===== config.mk =====
export PLATFORM = sky130hd
export DESIGN_NAME = hazard_scoreboard_flat
export DESIGN_NICKNAME = d
export VERILOG_FILES = /design/src/rtl/hazard_pkg.sv /design/src/rtl/hazard_scoreboard_if.sv /design/src/rtl/hazard_src_sel.sv /design/src/rtl/hazard_scoreboard.sv /design/src/flat_wrapper.sv
export SDC_FILE = /design/constraint.sdc
export NUM_CORES = 1
export LEC_CHECK = 0
export CAP_MARGIN = 20
export CORE_UTILIZATION = 48
export CTS_CLUSTER_SIZE = 12
export DETAILED_ROUTE_END_ITERATION = 10
export PLACE_DENSITY = 0.88
export SETUP_SLACK_MARGIN = 0.02
export SLEW_MARGIN = 5
export SYNTH_ARGS = -nofsm -noshare
export SYNTH_HDL_FRONTEND = slang
export SYNTH_SLANG_ARGS = --single-unit

===== constraint.sdc =====
create_clock -name clk -period 5.3 [get_ports clk]
set_clock_uncertainty 0.15 [all_clocks]
set_input_delay 0.53 -clock clk [delete_from_list [all_inputs] [get_ports clk]]
set_output_delay 0.53 -clock clk [all_outputs]
set_load 0.01 [all_outputs]

===== src/rtl/hazard_pkg.sv =====
// Shared constants and helpers for the hazard scoreboard: forward encoding and the
// flat layout of one scoreboard entry {ready, rd, v}.
package hazard_pkg;
  localparam int FWD_RF     = 0;
  localparam int POS_W      = 8;
  localparam int ENT_V      = 0;
  localparam int ENT_RD_LSB = 1;

  function automatic int ent_w(input int rw);
    return 1 + rw + POS_W;
  endfunction

  function automatic int ent_rdy_lsb(input int rw);
    return 1 + rw;
  endfunction

  // Position j maps to pipeline register STAGES-j on the EX operand muxes.
  function automatic int fwd_encode(input int stages, input int j);
    return stages - j;
  endfunction
endpackage


===== src/rtl/hazard_scoreboard_if.sv =====
// ID-stage request and pipeline-control response bundle for the hazard scoreboard.
// HAZARD_ID_FWD_EN adds the ID branch-comparator forward selects.
interface hazard_scoreboard_if #(
  parameter int RW = 5,
  parameter int FW = 2
);
  logic          id_valid;
  logic [RW-1:0] id_rs;
  logic [RW-1:0] id_rt;
  logic          id_use_rs;
  logic          id_use_rt;
  logic          id_wr_en;
  logic [RW-1:0] id_rd;
  logic          id_is_load;
  logic          id_is_branch;
  logic          branch_taken;
  logic          pc_load;
  logic          ifid_ld;
  logic          sel_signal;
  logic          flush;
  logic [FW-1:0] fwd_a;
  logic [FW-1:0] fwd_b;
  logic [15:0]   stall_count;
`ifdef HAZARD_ID_FWD_EN
  logic [FW-1:0] id_fwd_a;
  logic [FW-1:0] id_fwd_b;

  modport master (
    output id_valid, id_rs, id_rt, id_use_rs, id_use_rt, id_wr_en, id_rd,
           id_is_load, id_is_branch, branch_taken,
    input  pc_load, ifid_ld, sel_signal, flush, fwd_a, fwd_b, stall_count,
           id_fwd_a, id_fwd_b
  );
  modport slave (
    input  id_valid, id_rs, id_rt, id_use_rs, id_use_rt, id_wr_en, id_rd,
           id_is_load, id_is_branch, branch_taken,
    output pc_load, ifid_ld, sel_signal, flush, fwd_a, fwd_b, stall_count,
           id_fwd_a, id_fwd_b
  );
`else
  modport master (
    output id_valid, id_rs, id_rt, id_use_rs, id_use_rt, id_wr_en, id_rd,
           id_is_load, id_is_branch, branch_taken,
    input  pc_load, ifid_ld, sel_signal, flush, fwd_a, fwd_b, stall_count
  );
  modport slave (
    input  id_valid, id_rs, id_rt, id_use_rs, id_use_rt, id_wr_en, id_rd,
           id_is_load, id_is_branch, branch_taken,
    output pc_load, ifid_ld, sel_signal, flush, fwd_a, fwd_b, stall_count
  );
`endif
endinterface


===== src/rtl/hazard_src_sel.sv =====
// Priority matcher for one source operand: finds the youngest valid writer of src
// among positions 1..STAGES-1 and reports its position and ready position.
module hazard_src_sel
  import hazard_pkg::*;
#(
  parameter int RW     = 5,
  parameter int STAGES = 3
) (
  input  logic [STAGES:1][ent_w(RW)-1:0] ent,
  input  logic [RW-1:0]                  src,
  input  logic                           use_src,
  output logic                           hit,
  output logic [POS_W-1:0]               pos,
  output logic [POS_W-1:0]               rdy
);
  localparam int RDY_LSB = ent_rdy_lsb(RW);

  // Scan oldest-to-youngest so the smallest j overwrites; entry STAGES is RF-served.
  always_comb begin
    hit = 1'b0;
    pos = '0;
    rdy = '0;
    if (use_src && src != '0) begin
      for (int j = STAGES - 1; j >= 1; j--) begin
        if (ent[j][ENT_V] && ent[j][ENT_RD_LSB +: RW] == src) begin
          hit = 1'b1;
          pos = POS_W'(j);
          rdy = ent[j][RDY_LSB +: POS_W];
        end
      end
    end
  end
endmodule


===== src/rtl/hazard_scoreboard.sv =====
// Parametrised hazard/forwarding controller for an N-stage MIPS pipeline.
// Define HAZARD_ID_FWD_EN to forward into the ID branch comparator instead of stalling.
module hazard_scoreboard
  import hazard_pkg::*;
#(
  parameter int RW         = 5,
  parameter int STAGES     = 3,
  parameter int ALU_READY  = 2,
  parameter int LOAD_READY = 3,
  parameter int FW         = $clog2(STAGES)
) (
  input logic                 clk,
  input logic                 rst,
  hazard_scoreboard_if.slave  bus
);
  localparam int EW      = ent_w(RW);
  localparam int RDY_LSB = ent_rdy_lsb(RW);

  logic [STAGES:1][EW-1:0] ent_reg;
  logic [STAGES:1][EW-1:0] ent_next;
  logic [EW-1:0]           new_ent;
  logic [15:0]             stall_count_reg;
  logic                    stall;
  logic                    active;
  logic                    hit_a, hit_b;
  logic [POS_W-1:0]        pos_a, pos_b, rdy_a, rdy_b;
  logic                    ex_haz_a, ex_haz_b, br_haz;
  logic [FW-1:0]           enc_a, enc_b;

  // A stalled ID instruction enters EX as a bubble; older entries always advance.
  always_comb begin
    new_ent                    = '0;
    new_ent[ENT_V]             = bus.id_valid & bus.id_wr_en & (bus.id_rd != '0) & ~stall;
    new_ent[ENT_RD_LSB +: RW]  = bus.id_rd;
    new_ent[RDY_LSB +: POS_W]  = bus.id_is_load ? POS_W'(LOAD_READY) : POS_W'(ALU_READY);
  end

  assign ent_next[1] = new_ent;
  generate
    for (genvar gi = 2; gi <= STAGES; gi++) begin : g_shift
      assign ent_next[gi] = ent_reg[gi-1];
    end
  endgenerate

  always_ff @(posedge clk or negedge rst) begin
    if (!rst) ent_reg <= '0;
    else      ent_reg <= ent_next;
  end

  always_ff @(posedge clk or negedge rst) begin
    if (!rst)                                    stall_count_reg <= '0;
    else if (stall && stall_count_reg != 16'hFFFF) stall_count_reg <= stall_count_reg + 16'd1;
  end

  hazard_src_sel #(.RW(RW), .STAGES(STAGES)) u_sel_a (
    .ent(ent_reg), .src(bus.id_rs), .use_src(bus.id_use_rs),
    .hit(hit_a), .pos(pos_a), .rdy(rdy_a)
  );
  hazard_src_sel #(.RW(RW), .STAGES(STAGES)) u_sel_b (
    .ent(ent_reg), .src(bus.id_rt), .use_src(bus.id_use_rt),
    .hit(hit_b), .pos(pos_b), .rdy(rdy_b)
  );

  // Outputs are qualified by rst so they read idle immediately while reset is held.
  assign active   = rst & bus.id_valid;
  assign ex_haz_a = hit_a && (int'(pos_a) + 1 < int'(rdy_a));
  assign ex_haz_b = hit_b && (int'(pos_b) + 1 < int'(rdy_b));
  assign enc_a    = FW'(fwd_encode(STAGES, int'(pos_a)));
  assign enc_b    = FW'(fwd_encode(STAGES, int'(pos_b)));

`ifdef HAZARD_ID_FWD_EN
  logic late_a, late_b;
  assign late_a       = hit_a && (int'(pos_a) < int'(rdy_a));
  assign late_b       = hit_b && (int'(pos_b) < int'(rdy_b));
  assign br_haz       = bus.id_is_branch & (late_a | late_b);
  assign bus.id_fwd_a = (active && hit_a && !late_a) ? enc_a : FW'(FWD_RF);
  assign bus.id_fwd_b = (active && hit_b && !late_b) ? enc_b : FW'(FWD_RF);
`else
  assign br_haz = bus.id_is_branch & (hit_a | hit_b);
`endif

  assign stall           = active & (ex_haz_a | ex_haz_b | br_haz);
  assign bus.pc_load     = ~stall;
  assign bus.ifid_ld     = ~stall;
  assign bus.sel_signal  = ~stall;
  assign bus.flush       = active & bus.id_is_branch & bus.branch_taken & ~stall;
  assign bus.fwd_a       = (active && !stall && hit_a) ? enc_a : FW'(FWD_RF);
  assign bus.fwd_b       = (active && !stall && hit_b) ? enc_b : FW'(FWD_RF);
  assign bus.stall_count = stall_count_reg;
endmodule


===== src/flat_wrapper.sv =====
// flat-port wrapper written by rule: the top's interface ports become plain ports
module hazard_scoreboard_flat import hazard_pkg::*;
#(
  parameter int RW         = 5,
  parameter int STAGES     = 3,
  parameter int ALU_READY  = 2,
  parameter int LOAD_READY = 3,
  parameter int FW         = $clog2(STAGES)
)
  (clk, rst, bus_id_valid, bus_id_rs, bus_id_rt, bus_id_use_rs, bus_id_use_rt, bus_id_wr_en, bus_id_rd, bus_id_is_load, bus_id_is_branch, bus_branch_taken, bus_pc_load, bus_ifid_ld, bus_sel_signal, bus_flush, bus_fwd_a, bus_fwd_b, bus_stall_count);
  hazard_scoreboard_if #(.RW(RW), .FW(FW)) bus_i ();
  input logic clk;
  input logic rst;
  input wire logic [$bits(bus_i.id_valid)-1:0] bus_id_valid;
  input wire logic [$bits(bus_i.id_rs)-1:0] bus_id_rs;
  input wire logic [$bits(bus_i.id_rt)-1:0] bus_id_rt;
  input wire logic [$bits(bus_i.id_use_rs)-1:0] bus_id_use_rs;
  input wire logic [$bits(bus_i.id_use_rt)-1:0] bus_id_use_rt;
  input wire logic [$bits(bus_i.id_wr_en)-1:0] bus_id_wr_en;
  input wire logic [$bits(bus_i.id_rd)-1:0] bus_id_rd;
  input wire logic [$bits(bus_i.id_is_load)-1:0] bus_id_is_load;
  input wire logic [$bits(bus_i.id_is_branch)-1:0] bus_id_is_branch;
  input wire logic [$bits(bus_i.branch_taken)-1:0] bus_branch_taken;
  output wire logic [$bits(bus_i.pc_load)-1:0] bus_pc_load;
  output wire logic [$bits(bus_i.ifid_ld)-1:0] bus_ifid_ld;
  output wire logic [$bits(bus_i.sel_signal)-1:0] bus_sel_signal;
  output wire logic [$bits(bus_i.flush)-1:0] bus_flush;
  output wire logic [$bits(bus_i.fwd_a)-1:0] bus_fwd_a;
  output wire logic [$bits(bus_i.fwd_b)-1:0] bus_fwd_b;
  output wire logic [$bits(bus_i.stall_count)-1:0] bus_stall_count;
  assign bus_i.id_valid = bus_id_valid;
  assign bus_i.id_rs = bus_id_rs;
  assign bus_i.id_rt = bus_id_rt;
  assign bus_i.id_use_rs = bus_id_use_rs;
  assign bus_i.id_use_rt = bus_id_use_rt;
  assign bus_i.id_wr_en = bus_id_wr_en;
  assign bus_i.id_rd = bus_id_rd;
  assign bus_i.id_is_load = bus_id_is_load;
  assign bus_i.id_is_branch = bus_id_is_branch;
  assign bus_i.branch_taken = bus_branch_taken;
  assign bus_pc_load = bus_i.pc_load;
  assign bus_ifid_ld = bus_i.ifid_ld;
  assign bus_sel_signal = bus_i.sel_signal;
  assign bus_flush = bus_i.flush;
  assign bus_fwd_a = bus_i.fwd_a;
  assign bus_fwd_b = bus_i.fwd_b;
  assign bus_stall_count = bus_i.stall_count;
  hazard_scoreboard #(.RW(RW), .STAGES(STAGES), .ALU_READY(ALU_READY), .LOAD_READY(LOAD_READY), .FW(FW)) u_core (.clk(clk), .rst(rst), .bus(bus_i));
endmodule

==> impl.org, run 1 <==
** Outcome
- Run status :: complete, no violations

** Yosys
- Sequential fraction of the synthesis area :: 43.82%
- Top cells by area in the synthesized netlist :: sky130_fd_sc_hd__dfrtp_1 44%, sky130_fd_sc_hd__xnor2_1 15%, sky130_fd_sc_hd__nand4_1 3.9%
- Ys async rst share :: 100.0%
- Number of enable-type register cells in the synthesized netlist :: 0
- Synthesis warning total :: 0
- Counting every instance in the synthesized netlist gives 170.
- Average cell area after synthesis :: 10.41 um2
- The share of synthesized area in the top cell type comes to 43.82%.
- The synthesized design contains 31 register bits.
- Synthesis produced a netlist with a net count of 201.
- Post-synthesis instance area :: 1770 um2
- For this run, the leading register cell type out of synthesis is sky130_fd_sc_hd__dfrtp_1.
- Count of cell types in the netlist :: 33
- Most area-hungry cell type in the Yosys netlist :: sky130_fd_sc_hd__dfrtp_1

** Global routing
- Initial antenna violation count :: 0
- Global-route wire length before repair :: 7189 um
- After global routing the overflow that remains totals 0.
- Via count of the first global-routing pass :: 1538
- Maximum number of pins on one net before global-route repair :: 18
- Global-route usage over all layers :: 24.50%

** Cells and area
- Post-layout instance count excluding filler cells :: 283
- The library cell used most frequently in the layout, excluding fill and tap cells, is sky130_fd_sc_hd__clkdlybuf4s50_1.
- Post-synthesis to final-layout area growth :: 40.07%
- Fraction of final layout cells sized beyond drive strength 1 :: 18.57%
- The number of antenna diodes in the final layout is 0.
- Filler Cells Inserted :: 265
- The register with the most flip-flops in the layout has 16 of them.
- Highest-count cells in the layout ignoring fill and taps :: 39 x sky130_fd_sc_hd__clkdlybuf4s50_1, 31 x sky130_fd_sc_hd__dfrtp_1, 30 x sky130_fd_sc_hd__xnor2_1
- Number of nets in the finished design :: 268

** Placement
- Total of buffers placed on input and output ports :: 47
- Before CTS, the worst setup slack after placement is -0.02334 ns.
- Routability-driven placement finished with a final weighted congestion of 0.8811.
- Once detailed placement completed, the half-perimeter wirelength came to 3225 um.
- After detailed placement, the design holds a cell count of 270.

** Power and ir drop
- Combinational logic burns 13.5% of the power.
- The clock network accounts for 36.6% of the total power.
- Power per cell area :: 203.4 nW/um2
- The internal power of the cells totals 0.0003843 W.
- For this design the static power due to leakage is 1.028 nW.
- Sequential cells account for 50.0% of the total power.
- Power comes to 0.0005044 W.
- Net switching is 23.81% of the power.
- Worst ir drop on vdd :: 155.6 uV
- In this run the power spent charging and discharging nets is 0.0001201 W.

** Clock tree
- The tree built by TritonCTS fans out to 31 sinks.
- Clock-pin slew was measured on the worst setup and hold paths at 0.06 ns.
- CTS tree :: done
- Max Root-Sink Buffers :: 2
- Buffer type at the clock tree root :: sky130_fd_sc_hd__clkbuf_8
- Post-CTS Hold Buffers :: 0
- The H-tree was split into 2 levels.
- Number of CTS-inserted buffers :: 5
- At the later pin of the worst-skew pair, clock insertion delay measures 0.29 ns.

** Routing
- Drt via density :: 5.247
- The count of nets left with antenna violations once routing finished came out at 0.
- In the routed design, unresolved DRC markers number 0.
- Count of routing violations after the opening detailed-route iteration :: 93
- After detailed routing, the total wire length is 4236 um.
- Detailed-routing iteration count for the pre-antenna-repair pass :: 5
- Total via count after detailed routing :: 1485
- After detailed routing, the average wire length per cell comes to 14.97 um.

** Die
- Die Span Y :: 62.73 um
- From left edge to right edge, the die measures 62.73 um.
- The initial utilization of the core area, before any placement, comes to 51.44%.
- 48 I/O pins were placed.
- The die covers 3935 um2.
- The initialized floorplan defines 21 standard-cell rows.
- In this run the standard cell core region covers 3442 um2.

** Timing
- In the finished design, the share of the clock period the worst path needs comes to 94.98%.
- RSZ-0062 raised after global routing :: false
- Setup-failing EPs final :: 0
- Setup TNS :: 0 ns
- Headroom to the max-slew limit came out at 48.64%.
- Setup slack on the critical path of the routed design comes to 0.2658 ns.
- Shortest clock period the worst path allows after layout :: 5.034 ns
- The count of final hold-check violations is 0.
- Slew at the pin with the worst max-slew slack :: 0.7676 ns
- For this run, the top clock speed supported by timing is 198.6 MHz.
- The final max-slew violation count came to 0.

** Worst setup path
- Of all nets on the critical path, the largest fanout is 16.
- The worst setup path is of the primary input to output port kind.
- Worst setup SP type :: primary input
- Data on the critical path arrives at its endpoint at 4.35 ns.
- Capturing element type of the critical path :: output port
- At the worst endpoint, the required time is 4.62 ns.

** Min path
- Class of the most critical hold timing path :: flip-flop to flip-flop

** Run
- # Max-Cap Violations :: 0
[path summary, 6_finish.rpt]
kind / to / depth (start not counted) / slack, ns / start
hold reg to reg: u_core.ent_next[28] / 0 / 0.29 / u_core.ent_next[14]
setup reg to reg: u_core.bus.stall_count[1] / 14 / 1.39 / u_core.ent_next[17]
setup / recovery: bus_ifid_ld / 15 / 0.27 / bus_id_rs[0]
hold / removal: u_core.ent_next[28] / 0 / 0.29 / u_core.ent_next[14]
max in group asynchronous: u_core.ent_next[18] / 2 / 3.76 / rst
min in group asynchronous: u_core.bus.stall_count[8] / 1 / 0.54 / rst
[power by group through the flow]
| stage | Sequential (W) | Clock [W] | Combinational, W |
|---|---|---|---|
| 6_report | 0.000252 | 0.000184 | 0.0000679 |
| 5_1_grt | 0.000253 | 0.000201 | 0.0000745 |
| 4_1_cts | 0.000252 | 0.000188 | 0.0000683 |
| 3_5_place_dp | 0.000256 | 0 | 0.0000679 |
| 3_3_place_gp | 0.000256 | 0 | 0.0000664 |
| 2_1_floorplan | 0.000255 | 0 | 0.0000267 |
[Yosys cell counts, types with 2 or more instances]
cell type and number:
sky130_fd_sc_hd__a21oi_1 4, sky130_fd_sc_hd__a22oi_1 2, sky130_fd_sc_hd__and3_1 7, sky130_fd_sc_hd__and4_1 2
sky130_fd_sc_hd__buf_4 2, sky130_fd_sc_hd__buf_6 2, sky130_fd_sc_hd__dfrtp_1 31, sky130_fd_sc_hd__fa_1 2
sky130_fd_sc_hd__ha_1 5, sky130_fd_sc_hd__inv_1 6, sky130_fd_sc_hd__mux2_2 2, sky130_fd_sc_hd__nand2_1 10
sky130_fd_sc_hd__nand3_1 10, sky130_fd_sc_hd__nand4_1 11, sky130_fd_sc_hd__nor2_1 8, sky130_fd_sc_hd__nor2_2 6
sky130_fd_sc_hd__nor3_1 4, sky130_fd_sc_hd__nor4_1 4, sky130_fd_sc_hd__or2_2 4, sky130_fd_sc_hd__or4_1 2
sky130_fd_sc_hd__or4_4 2, sky130_fd_sc_hd__xnor2_1 30, sky130_fd_sc_hd__xor2_1 4
[metrics by stage]
step                hold slack (ns)  util [%]  area, um2
floorplan                   0.08441         -       1770
global placement             0.2565     68.19       2347
detailed placement           0.2685     68.19       2347
CTS                          0.2828     71.76       2470
global route                 0.3066     72.05       2480
finish                       0.2887     72.05       2480
[per-layer routing]
metal / share of wire (%) / vias up / track usage, %
li1: - / 720 / -
met1: 44 / 706 / 29.32
met2: 50 / 52 / 41.17
met3: 4.7 / 7 / 6.752
met4: 1.9 / 0 / 10.47
met5: 0 / - / 0
[cell type report]
class	count	area, um2	area share (%)
well taps	46	57.56	2.321
repair buffers	65	595.6	24.02
clock inverters	1	5.005	0.2018
clock buffers	6	82.58	3.330
inverters	6	22.52	0.9082
multi-input cells	128	940.9	37.94
flip-flops and latches	31	775.7	31.28
[worst max-delay path, cell delays in order]
cell	delay, ns
sky130_fd_sc_hd__clkdlybuf4s50_1	0.45
sky130_fd_sc_hd__or4_4	0.56
sky130_fd_sc_hd__o21ai_4	0.15
sky130_fd_sc_hd__nor2_1	0.06
sky130_fd_sc_hd__and3_1	0.19
sky130_fd_sc_hd__a22oi_1	0.23
sky130_fd_sc_hd__inv_1	0.08
sky130_fd_sc_hd__fa_1	0.45
sky130_fd_sc_hd__or2_2	0.28
sky130_fd_sc_hd__a21oi_1	0.15
sky130_fd_sc_hd__nor4_1	0.06
sky130_fd_sc_hd__or4_4	0.48
sky130_fd_sc_hd__buf_4	0.21
sky130_fd_sc_hd__nand2_1	0.16
sky130_fd_sc_hd__dlygate4sd2_1	0.30
[cell families after synthesis]
kind of cell | Yosys count | synth area share, %
other | 1 | 0.2118
AND/OR/NAND/NOR | 76 | 24.95
adder cells (fa/ha/maj) | 7 | 5.795
multiplexers | 2 | 1.272
flip-flops | 31 | 43.82
buffers and inverters | 11 | 3.604
XOR/XNOR | 34 | 16.82
AO/OA/AOI/OAI | 8 | 3.534
[repair_timing]
item | CTS | global route
pin swaps | 1 | 1
endpoints found under the setup margin | 8 | 5
gates cloned | 0 | 0
gates resized for setup | 8 | 2
setup buffers | 6 | 0
No activity file was read; power rests on OpenSTA's default activity.
==> run 2: changes to the inputs <==
--- a/config.mk
+++ b/config.mk
@@ -6,6 +6,7 @@
 export NUM_CORES = 1
 export LEC_CHECK = 0
 export CAP_MARGIN = 20
+export CORE_MARGIN = 1
 export CORE_UTILIZATION = 48
 export CTS_CLUSTER_SIZE = 12
 export DETAILED_ROUTE_END_ITERATION = 10
==> constraint.sdc (replaced) <==
create_clock -name clk -period 5.5 [get_ports clk]
set_clock_uncertainty 0.15 [all_clocks]
set_input_delay 0.55 -clock clk [delete_from_list [all_inputs] [get_ports clk]]
set_output_delay 0.55 -clock clk [all_outputs]
set_load 0.01 [all_outputs]
==> run 2 against run 1 <==
Clock power is 9% lower. Die area did not move. Sequential share of layout area up 1.0 points. Register-to-register slack gained 0.10 ns. Worst hold slack worse by 0.0071 ns. Largest power group unchanged. Largest cell class unchanged.
==> impl.org, run 2 (same netlist as run 1, synthesis figures left out) <==
** Power and ir drop
- Switching power share of the total :: 24.37% (was 23.81%)
- Worst ir drop on vdd :: 199.2 uV (was 155.6 uV)
- The clock network fraction of design power is 35.5% (was 36.6%).
- The leakage power figure is 0.9816 nW (was 1.028 nW).
- Power per cell area :: 197.5 nW/um2 (was 203.4 nW/um2)
- The register share of total power is 51.4% (was 50.0%).
- The net switching power came to 0.0001155 W (was 0.0001201 W).
- The cell-internal power was 0.0003585 W (was 0.0003843 W).
- Proportion of power drawn by combinational gates :: 13.1% (was 13.5%)

** Clock tree
- The hold buffer count at CTS was 0 (unchanged).
- The insertion delay of the later-clocked pin in the worst-skew pair was 0.28 ns (was 0.29 ns).
- The clock slew seen by the registers of the worst setup and hold paths came to 0.06 ns (about the same).
- The number of buffers added for setup after CTS came to 0 (was 6).
- TritonCTS Sinks :: 31 (unchanged)
- The count of cells resized by post-cts repair came to 1 (was 8).
- Number of CTS-inserted buffers :: 5 (unchanged)
- Buffer type at the clock tree root :: sky130_fd_sc_hd__clkbuf_8 (unchanged)
- The maximum buffer depth of the clock tree is 2 (unchanged).
- The depth of the CTS H-tree came to 2 (unchanged).
- CTS tree :: done (unchanged)

** Worst setup path
- CP required :: 4.80 ns (was 4.62 ns)
- Crit path max fanout :: 5 (was 16)
- Class of the most critical setup path :: primary input to output port (unchanged)
- The type of element capturing the critical path is an output port (unchanged).
- The critical path data arrival time was 4.60 ns (was 4.35 ns).
- The type of element launching the critical path is a primary input (unchanged).

** Timing
- Highest attainable clock frequency :: 188.6 MHz
- The actual slew at the worst max-slew pin came to 0.7634 ns (was 0.7676 ns).
- Count of final max-slew check failures :: 0 (unchanged)
- RSZ-0062 raised after global routing: false (unchanged).
- The relative slew slack was 48.94% (was 48.64%).
- The number of setup violations in the final report was 0 (unchanged).
- Setup TNS :: 0 ns (unchanged)
- Final hold slack :: 0.2816 ns (was 0.2887 ns)
- Shortest clock period the worst path allows after layout :: 5.303 ns
- After layout, the worst path uses 96.42% of the clock period.
- Count of final hold-check violations :: 0 (unchanged)

** Global routing
- Remaining global-route overflow :: 0 (unchanged)
- The number of global-route vias before repair is 1515 (was 1538).
- Global-route wire length before repair :: 6706 um (was 7189 um)
- The maximum number of pins on one net before global-route repair was 18 (unchanged).
- The global router's overall resource usage came to 22.24% (was 24.50%).
- Initial antenna violation count :: 0 (unchanged)

** Routing
- Detailed-routing iteration count for the pre-antenna-repair pass :: 4 (was 5)
- The post-detailed-route wirelength per cell was 14.39 um (was 14.97 um).
- The via total after detailed routing is 1467 (was 1485).
- DRC violation count after routing :: 0 (unchanged)
- Count of routing violations after the opening detailed-route iteration :: 50 (was 93)
- Routed wire length :: 3914 um (was 4236 um)
- The number of routed nets with antenna violations is 0 (unchanged).
- Drt via density :: 5.393 (was 5.247)

** Die
- The area of the die was 3935 um2 (unchanged).
- Overall die width :: 62.73 um (unchanged)
- Die Span Y :: 62.73 um (unchanged)
- The I/O pin total was 48 (unchanged).
- Initial cell density of the core :: 51.44% (unchanged)
- The placeable core area is 3442 um2 (unchanged).
- Number of standard-cell rows in the floorplan :: 21 (unchanged)

** Cells and area
- The antenna diode count is 0 (unchanged).
- Highest-count cells in the layout ignoring fill and taps: 44 x sky130_fd_sc_hd__clkdlybuf4s50_1, 31 x sky130_fd_sc_hd__dfrtp_1, 30 x sky130_fd_sc_hd__xnor2_1 (was 39 x sky130_fd_sc_hd__clkdlybuf4s50_1, 31 x sky130_fd_sc_hd__dfrtp_1, 30 x sky130_fd_sc_hd__xnor2_1).
- Most common library cell in the layout ignoring fill and taps :: sky130_fd_sc_hd__clkdlybuf4s50_1 (unchanged)
- Post-layout instance count excluding filler cells :: 272 (was 283)
- The final core utilization is 69.72% (was 72.05%).
- The post-synthesis to final-layout area growth came to 35.55% (was 40.07%).
- The flip-flop count of the largest register after layout is 16 (unchanged).
- The proportion of layout cells with a drive suffix above 1 is 13.72% (was 18.57%).
- Final instance area :: 2400 um2 (was 2480 um2)
- The final net count is 256 (was 268).
- The number of inserted filler cells in the final layout was 260 (was 265).

** Placement
- The last weighted congestion value of the routability-driven placer was 0.8648 (was 0.8811).
- Placed Instance Area :: 2302 um2 (was 2347 um2)
- The total of buffers placed on input and output ports is 47 (unchanged).
- Placed wire-length estimate after detailed placement :: 2948 um (was 3225 um)
- The total instance count after detailed placement came to 264 (was 270).

** Run
- # Max-Cap Violations :: 0 (unchanged)

** Min path
- The path category of the worst min-delay check was flip-flop to flip-flop (unchanged).

** Outcome
- Run status: complete, no violations (unchanged).
==> run 2: cell types whose count changed in the layout (fill, tap and decap cells not counted), sizes merged <==
cell,delta
dlygate4sd2,-8
clkdlybuf4s50,+5
dlymetal6s2s,+3
clkbuf,+1
buf,-12
==> run 2: power by group through the flow <==
stage	clock [W]	combinational (W)	sequential [W]
2_1_floorplan	0	0.0000258	0.000246
3_3_place_gp	0	0.0000607	0.000247
3_5_place_dp	0	0.0000618	0.000247
4_1_cts	0.000174	0.0000628	0.000243
5_1_grt	0.000186	0.0000681	0.000244
6_report	0.000168	0.0000621	0.000243
==> run 2: final timing paths <==
kind | to | start | cells after the start | slack (ns)
worst min-delay path | u_core.ent_next[35] | u_core.ent_next[21] | 0 | 0.28
min in group asynchronous | u_core.bus.stall_count[7] | rst | 1 | 0.57
worst max-delay path | bus_flush | bus_id_rt[4] | 15 | 0.20
worst min register to register | u_core.ent_next[35] | u_core.ent_next[21] | 0 | 0.28
max in group asynchronous | u_core.ent_next[17] | rst | 2 | 3.93
worst max register to register | u_core.bus.stall_count[1] | u_core.ent_next[19] | 15 | 1.49
==> run 2: worst max-delay path: stages <==
cell,delay [ns]
sky130_fd_sc_hd__clkdlybuf4s50_1,0.47
sky130_fd_sc_hd__or4_4,0.45
sky130_fd_sc_hd__or2_2,0.29
sky130_fd_sc_hd__nand2b_1,0.07
sky130_fd_sc_hd__nor3_1,0.07
sky130_fd_sc_hd__a22oi_1,0.19
sky130_fd_sc_hd__inv_1,0.09
sky130_fd_sc_hd__fa_1,0.45
sky130_fd_sc_hd__or2_2,0.29
sky130_fd_sc_hd__a21oi_1,0.16
sky130_fd_sc_hd__nor4_1,0.07
sky130_fd_sc_hd__or4_4,0.54
sky130_fd_sc_hd__or2_4,0.28
sky130_fd_sc_hd__nor2_2,0.11
sky130_fd_sc_hd__clkdlybuf4s50_1,0.53
==> run 2: metal layers <==
layer  wire length (um)  track usage, %  share of wire, %  vias to the layer above
met5                  0               0                 0                        -
met4                 51           9.593               1.3                        0
met3                292           8.577               7.5                        6
met2               1845           35.73                47                       59
met1               1725           26.40                44                      709
li1                   -               -                 -                      693
==> run 2: area by class of cell <==
class	instances	area, um2	share of cell area [%]
sequential	31	775.7	32.33
timing repair buffer	53	523.0	21.79
multi-input combinational	128	939.7	39.16
clock buffer	7	76.32	3.180
clock inverter	1	5.005	0.2086
inverter	6	22.52	0.9385
tap	46	57.56	2.398
==> run 2: stage by stage <==
step	setup WS (ns)	total power (W)
2_1_floorplan	1.091	0.0002716
3_3_place_gp	0.1085	0.0003072
3_5_place_dp	0.06724	0.0003091
4_1_cts	0.04687	0.0004799
5_1_grt	0.02510	0.0004983
6_report	0.1969	0.0004740
